<file path="config.mk">
export PLATFORM = sky130hd
export DESIGN_NAME = spi_reg_bank
export DESIGN_NICKNAME = d
export VERILOG_FILES = /design/src/rtl/spi_reg_bank.sv
export SDC_FILE = /design/constraint.sdc
export NUM_CORES = 1
export LEC_CHECK = 0
export ABC_CLOCK_PERIOD_IN_PS = 2100
export CORE_ASPECT_RATIO = 1.1
export CORE_UTILIZATION = 54
export CTS_CLUSTER_SIZE = 10
export DETAILED_ROUTE_END_ITERATION = 10
export GPL_ROUTABILITY_DRIVEN = 0
export GPL_TIMING_DRIVEN = 0
export MAX_ROUTING_LAYER = met4
export PLACE_DENSITY = 0.86
export SLEW_MARGIN = 25
export SYNTH_ARGS = -nofsm -noshare
export SYNTH_HDL_FRONTEND = slang
export SYNTH_SLANG_ARGS = --single-unit
export TNS_END_PERCENT = 20
</file>
<file path="constraint.sdc">
create_clock -name clk -period 2.1 [get_ports clk]
set_input_delay 0.21 -clock clk [delete_from_list [all_inputs] [get_ports clk]]
set_output_delay 0.21 -clock clk [all_outputs]
set_load 0.05 [all_outputs]
</file>
<file path="src/rtl/spi_reg_bank.sv">
// SPI mode-0 slave register bank: frames write live registers directly or stage
// them for a later frame-boundary load.
module spi_reg_bank #(
  parameter int unsigned NREGS  = 6,
  parameter int unsigned REG_W  = 15,
  parameter int unsigned ADDR_W = 3,
  parameter logic [NREGS*REG_W-1:0] INIT = '0
) (
  input  logic                   clk,
  input  logic                   reset,
  input  logic                   i_sclk,
  input  logic                   i_ss_n,
  input  logic                   i_mosi,
  input  logic                   load_if_ready,
  output logic [NREGS*REG_W-1:0] regs_out,
  output logic                   pending,
  output logic                   frame_err
);

  localparam int unsigned F     = 1 + ADDR_W + REG_W;
  localparam int unsigned CNT_W = $clog2(F);
  localparam int unsigned BANK_W = NREGS * REG_W;

  logic [2:0]        sclk_sync;
  logic [1:0]        ss_sync;
  logic [1:0]        mosi_sync;
  logic              sclk_rise;
  logic              ss_active;
  logic              mosi_s;

  logic [CNT_W-1:0]  bit_cnt;
  logic [F-1:0]      shift_q;
  logic              done_q;

  logic [BANK_W-1:0] stage_q;
  logic [NREGS-1:0]  dirty_q;
  logic [BANK_W-1:0] live_d;
  logic [BANK_W-1:0] stage_d;
  logic [NREGS-1:0]  dirty_d;

  logic              f_mode;
  logic [ADDR_W-1:0] f_addr;
  logic [REG_W-1:0]  f_data;
  logic              addr_ok;
  logic              commit_c;
  logic              last_bit;

  assign sclk_rise = (sclk_sync[2:1] == 2'b01);
  assign ss_active = ~ss_sync[1];
  assign mosi_s    = mosi_sync[1];

  assign f_mode   = shift_q[F-1];
  assign f_addr   = shift_q[REG_W +: ADDR_W];
  assign f_data   = shift_q[REG_W-1:0];
  assign addr_ok  = (32'(f_addr) < NREGS);
  assign commit_c = done_q && addr_ok;
  assign last_bit = (bit_cnt == CNT_W'(F - 1));

  // Synchronisers, bit counter and frame capture.
  // shift_q is stable on the commit edge: sclk_rise cannot fire on two consecutive clk edges.
  always_ff @(posedge clk) begin
    if (reset) begin
      sclk_sync <= '0;
      ss_sync   <= '1;
      mosi_sync <= '0;
      bit_cnt   <= '0;
      shift_q   <= '0;
      done_q    <= 1'b0;
      frame_err <= 1'b0;
    end else begin
      sclk_sync <= {sclk_sync[1:0], i_sclk};
      ss_sync   <= {ss_sync[0], i_ss_n};
      mosi_sync <= {mosi_sync[0], i_mosi};
      done_q    <= 1'b0;
      frame_err <= done_q && !addr_ok;
      if (!ss_active) begin
        bit_cnt <= '0;
        if (bit_cnt != '0) frame_err <= 1'b1;
      end else if (sclk_rise) begin
        shift_q <= {shift_q[F-2:0], mosi_s};
        if (last_bit) begin
          bit_cnt <= '0;
          done_q  <= 1'b1;
        end else begin
          bit_cnt <= bit_cnt + CNT_W'(1);
        end
      end
    end
  end

  // Next register state: load applies to the old stage, then the commit overrides.
  always_comb begin
    live_d  = regs_out;
    stage_d = stage_q;
    dirty_d = dirty_q;
    for (int unsigned k = 0; k < NREGS; k++) begin
      if (load_if_ready && dirty_q[k]) begin
        live_d[k*REG_W +: REG_W] = stage_q[k*REG_W +: REG_W];
        dirty_d[k]               = 1'b0;
      end
      if (commit_c && (f_addr == ADDR_W'(k))) begin
        if (f_mode) begin
          live_d[k*REG_W +: REG_W] = f_data;
        end else begin
          stage_d[k*REG_W +: REG_W] = f_data;
          dirty_d[k]                = 1'b1;
        end
      end
    end
  end

  always_ff @(posedge clk) begin
    if (reset) begin
      regs_out <= INIT;
      stage_q  <= '0;
      dirty_q  <= '0;
      pending  <= 1'b0;
    end else begin
      regs_out <= live_d;
      stage_q  <= stage_d;
      dirty_q  <= dirty_d;
      pending  <= |dirty_d;
    end
  end

endmodule

</file>
==> flow_metrics.py <==
metrics = {
    "yosys": {
        "synth.lib_cells_used.distinct": 37,
        "synth.most_common_cell": "dfxtp_1",
        "synth_top_cells_by_count": "dfxtp_1 (220), mux2i_1 (181), nand2b_1 (112)",
        "ys_ff_latch": 220,
        "synth_edf_count": 0,
        "synth_area_leaders": "dfxtp_1 (49%), mux2i_1 (20%), nand2b_1 (7.8%), a221oi_1 (6.8%), a221oi_2 (3.3%)",
        "syn_nets": 842,
        "synth_area_leader_cell": "dfxtp_1",
        "ys_seq_area_share_pct": 49.1,
        "async_flop_share_pct": 0,
        "synth_top_area_share_pct": 49.1,
        "syn_inst": 833,
        "syn-cell-area_um2": 8970,
        "synthFlopType": "dfxtp_1",
        "synth.yosys.warnings": 0,
        "avgSynthCellArea_um2": 10.8,
    },
    "placement": {
        "portBuffers": 96,
        "hpwl_mm": 16.6,
        "dp_slack_ps": -58.6,
    },
    "routing": {
        "drt_pass1_iterations": 11,
        "drc": 12,
        "initialDrtViolationCount": 689,
        "drt_wl_total_mm": 23.8,
        "vias": 7019,
        "antenna_left": 0,
        "wire_per_inst_um": 20.6,
        "vias_per_cell": 6.06,
    },
    "clocking": {
        "cts_setup_buffers": 0,
        "cts.clk_slew.worst_paths_ps": 50,
        "cts.repair.resized": 0,
        "cts_buffers": 25,
        "clkSinkCount": 220,
        "root_buffer": "clkbuf_16",
        "ctsHoldBuffers": 0,
        "htree_levels": 1,
        "worstSkewPairLatency_ps": 510,
        "cts_tree": "built",
        "cts.path.max_buffers": 3,
    },
    "worst_setup_path": {
        "arrival_ps": 2300,
        "required_ps": 2440,
        "cp-start-kind": "flop",
        "worstSetupPathType": "flop to flop",
        "ff2ff_setup_slack_ps": 140,
        "critPathCaptureType": "flop",
        "worstPathMaxFanout": 10,
    },
    "die": {
        "ioPinCount": 98,
        "core_um2": 16300,
        "rows": 49,
        "die_h_um": 137,
        "start_util_pct": 55.0,
        "die-area_um2": 17100,
        "die_w_um": 125,
    },
    "grt": {
        "met2_usage_pct": 48.7,
        "met1_usage_pct": 34.8,
        "grt_overflow": 0,
        "grt_use_met3_pct": 3.67,
        "busiest_layer": "met2",
        "grt_usage_pct": 28.8,
        "antenna_found_initial": 0,
        "grt_max_degree": 13,
        "grt_pass1_wl_mm": 37.1,
        "grt_pass1_vias": 6909,
    },
    "power": {
        "finalPower_mw": 7.97,
        "max-vdd-ir-drop_mv": 0.606,
        "p_leak_nw": 4.77,
        "p_per_area_nw_per_um2": 737,
    },
    "sta": {
        "setup_violations": 0,
        "hold_violations": 0,
        "fmax_ghz": 0.510,
        "drv_slew": 0,
        "setup_ws_ps": 139,
        "slew_headroom_pct": 49.2,
        "max_slew.worst_pin.slew_ps": 762,
        "timing.final.crit_share_pct": 93.4,
        "fin_crit_ps": 1960,
        "rsz0062_at_grt": "false",
        "clock_skew_ps": 11.4,
    },
    "cells_and_area": {
        "layout.nets": 965,
        "nFillCells": 1231,
        "final_core_util_pct": 66.3,
        "multiInputGateArea_um2": 4260,
        "seq_area_um2": 4400,
        "drive_above_1_share_pct": 9.42,
        "diodes": 0,
        "syn_to_final_growth_pct": 20.6,
    },
    "hold_path": {
        "min_path_type": "input pin to flop",
    },
    "status": {
        "status": "finished with violations",
        "violations": "design-rule violations",
    },
    "job": {
        "drv_cap": 0,
    },
}
==> power by group <==
part | total [mW] | switching, mW | internal, mW
sequential | 4.19 | 0.00369 | 4.18
combinational | 0.155 | 0.100 | 0.0544
clock | 3.63 | 1.55 | 2.08
==> registers in the layout, summed over array words and instances (netlist names) <==
signal / cells
done_q: 1
regs_out: 90
bit_cnt: 5
stage_q: 90
ss_sync: 2
dirty_q: 6
pending: 1
sclk_sync: 3
mosi_sync: 2
frame_err: 1
shift_q: 19
==> critical path, stage by stage (launching register included) <==
cell	delay, ps
dfxtp_1	430
nor3b_4	540
clkbuf_1	620
a221oi_1	210
==> cells in the final DEF (no fill, tap or decap), types with 2 or more instances in the layout <==
cell / n
a21oi_1: 28
a21o_1: 2
buf_1: 2
a221oi_1: 70
nor4_1: 2
nand2_2: 8
inv_1: 4
nand3_2: 2
a221oi_2: 20
buf_4: 3
clkdlybuf4s50_1: 96
nand3_1: 2
dfxtp_1: 220
nand3b_1: 3
nand2b_1: 112
buf_2: 25
clkbuf_16: 25
nand2_1: 49
or2_2: 2
mux2i_1: 181
o21ai_0: 2
clkbuf_1: 33
and3b_1: 2
nor2_1: 37
nor2b_1: 8
ha_1: 3
==> through the flow <==
stage | instance area (um2) | TNS [ps] | hold WS [ps] | std cells
2_1_floorplan | 8970 | 0 | 314 | 833
3_3_place_gp | 10200 | -3.76 | 394 | 1133
3_5_place_dp | 10200 | -310 | 397 | 1133
4_1_cts | 10800 | 0 | 122 | 1159
5_1_grt | 10800 | 0 | 172 | 1159
6_report | 10800 | 0 | 142 | 1159
==> routing by layer <==
layer / wire length, um / up-vias
li1: - / 3235
met1: 9790 / 3436
met2: 11700 / 275
met3: 1470 / 73
met4: 896 / 0
met5: 0 / -
==> worst paths after layout <==
check / startpoint / cells after the start / endpoint
min reg2reg: ss_sync[0] / 1 / ss_sync[1]
max reg2reg: done_q / 3 / regs_out[61]
min: reset / 4 / bit_cnt[3]
max: done_q / 3 / regs_out[61]
==> logic make-up (layout without fill, tap and decap cells) <==
family	count (synthesis)	in the layout	synth area share, %
AND/OR/NAND/NOR	234	234	14.4
flip-flops	220	220	49.1
multiplexers	181	181	20.2
AO/OA/AOI/OAI	125	125	12.3
buffers and inverters	68	190	3.40
adder cells (fa/ha/maj)	3	3	0.419
XOR/XNOR	2	2	0.195
==> final cells by class <==
type / instances / share of cell area [%]
multi-input cells: 545 / 39.4
plain buffers: 64 / 2.68
repair buffers: 96 / 8.88
inverters: 4 / 0.139
flip-flops and latches: 220 / 40.7
clock inverters: 1 / 0.0810
clock buffers: 25 / 5.78
well taps: 204 / 2.36
No activity file was read; power rests on OpenSTA's default activity.
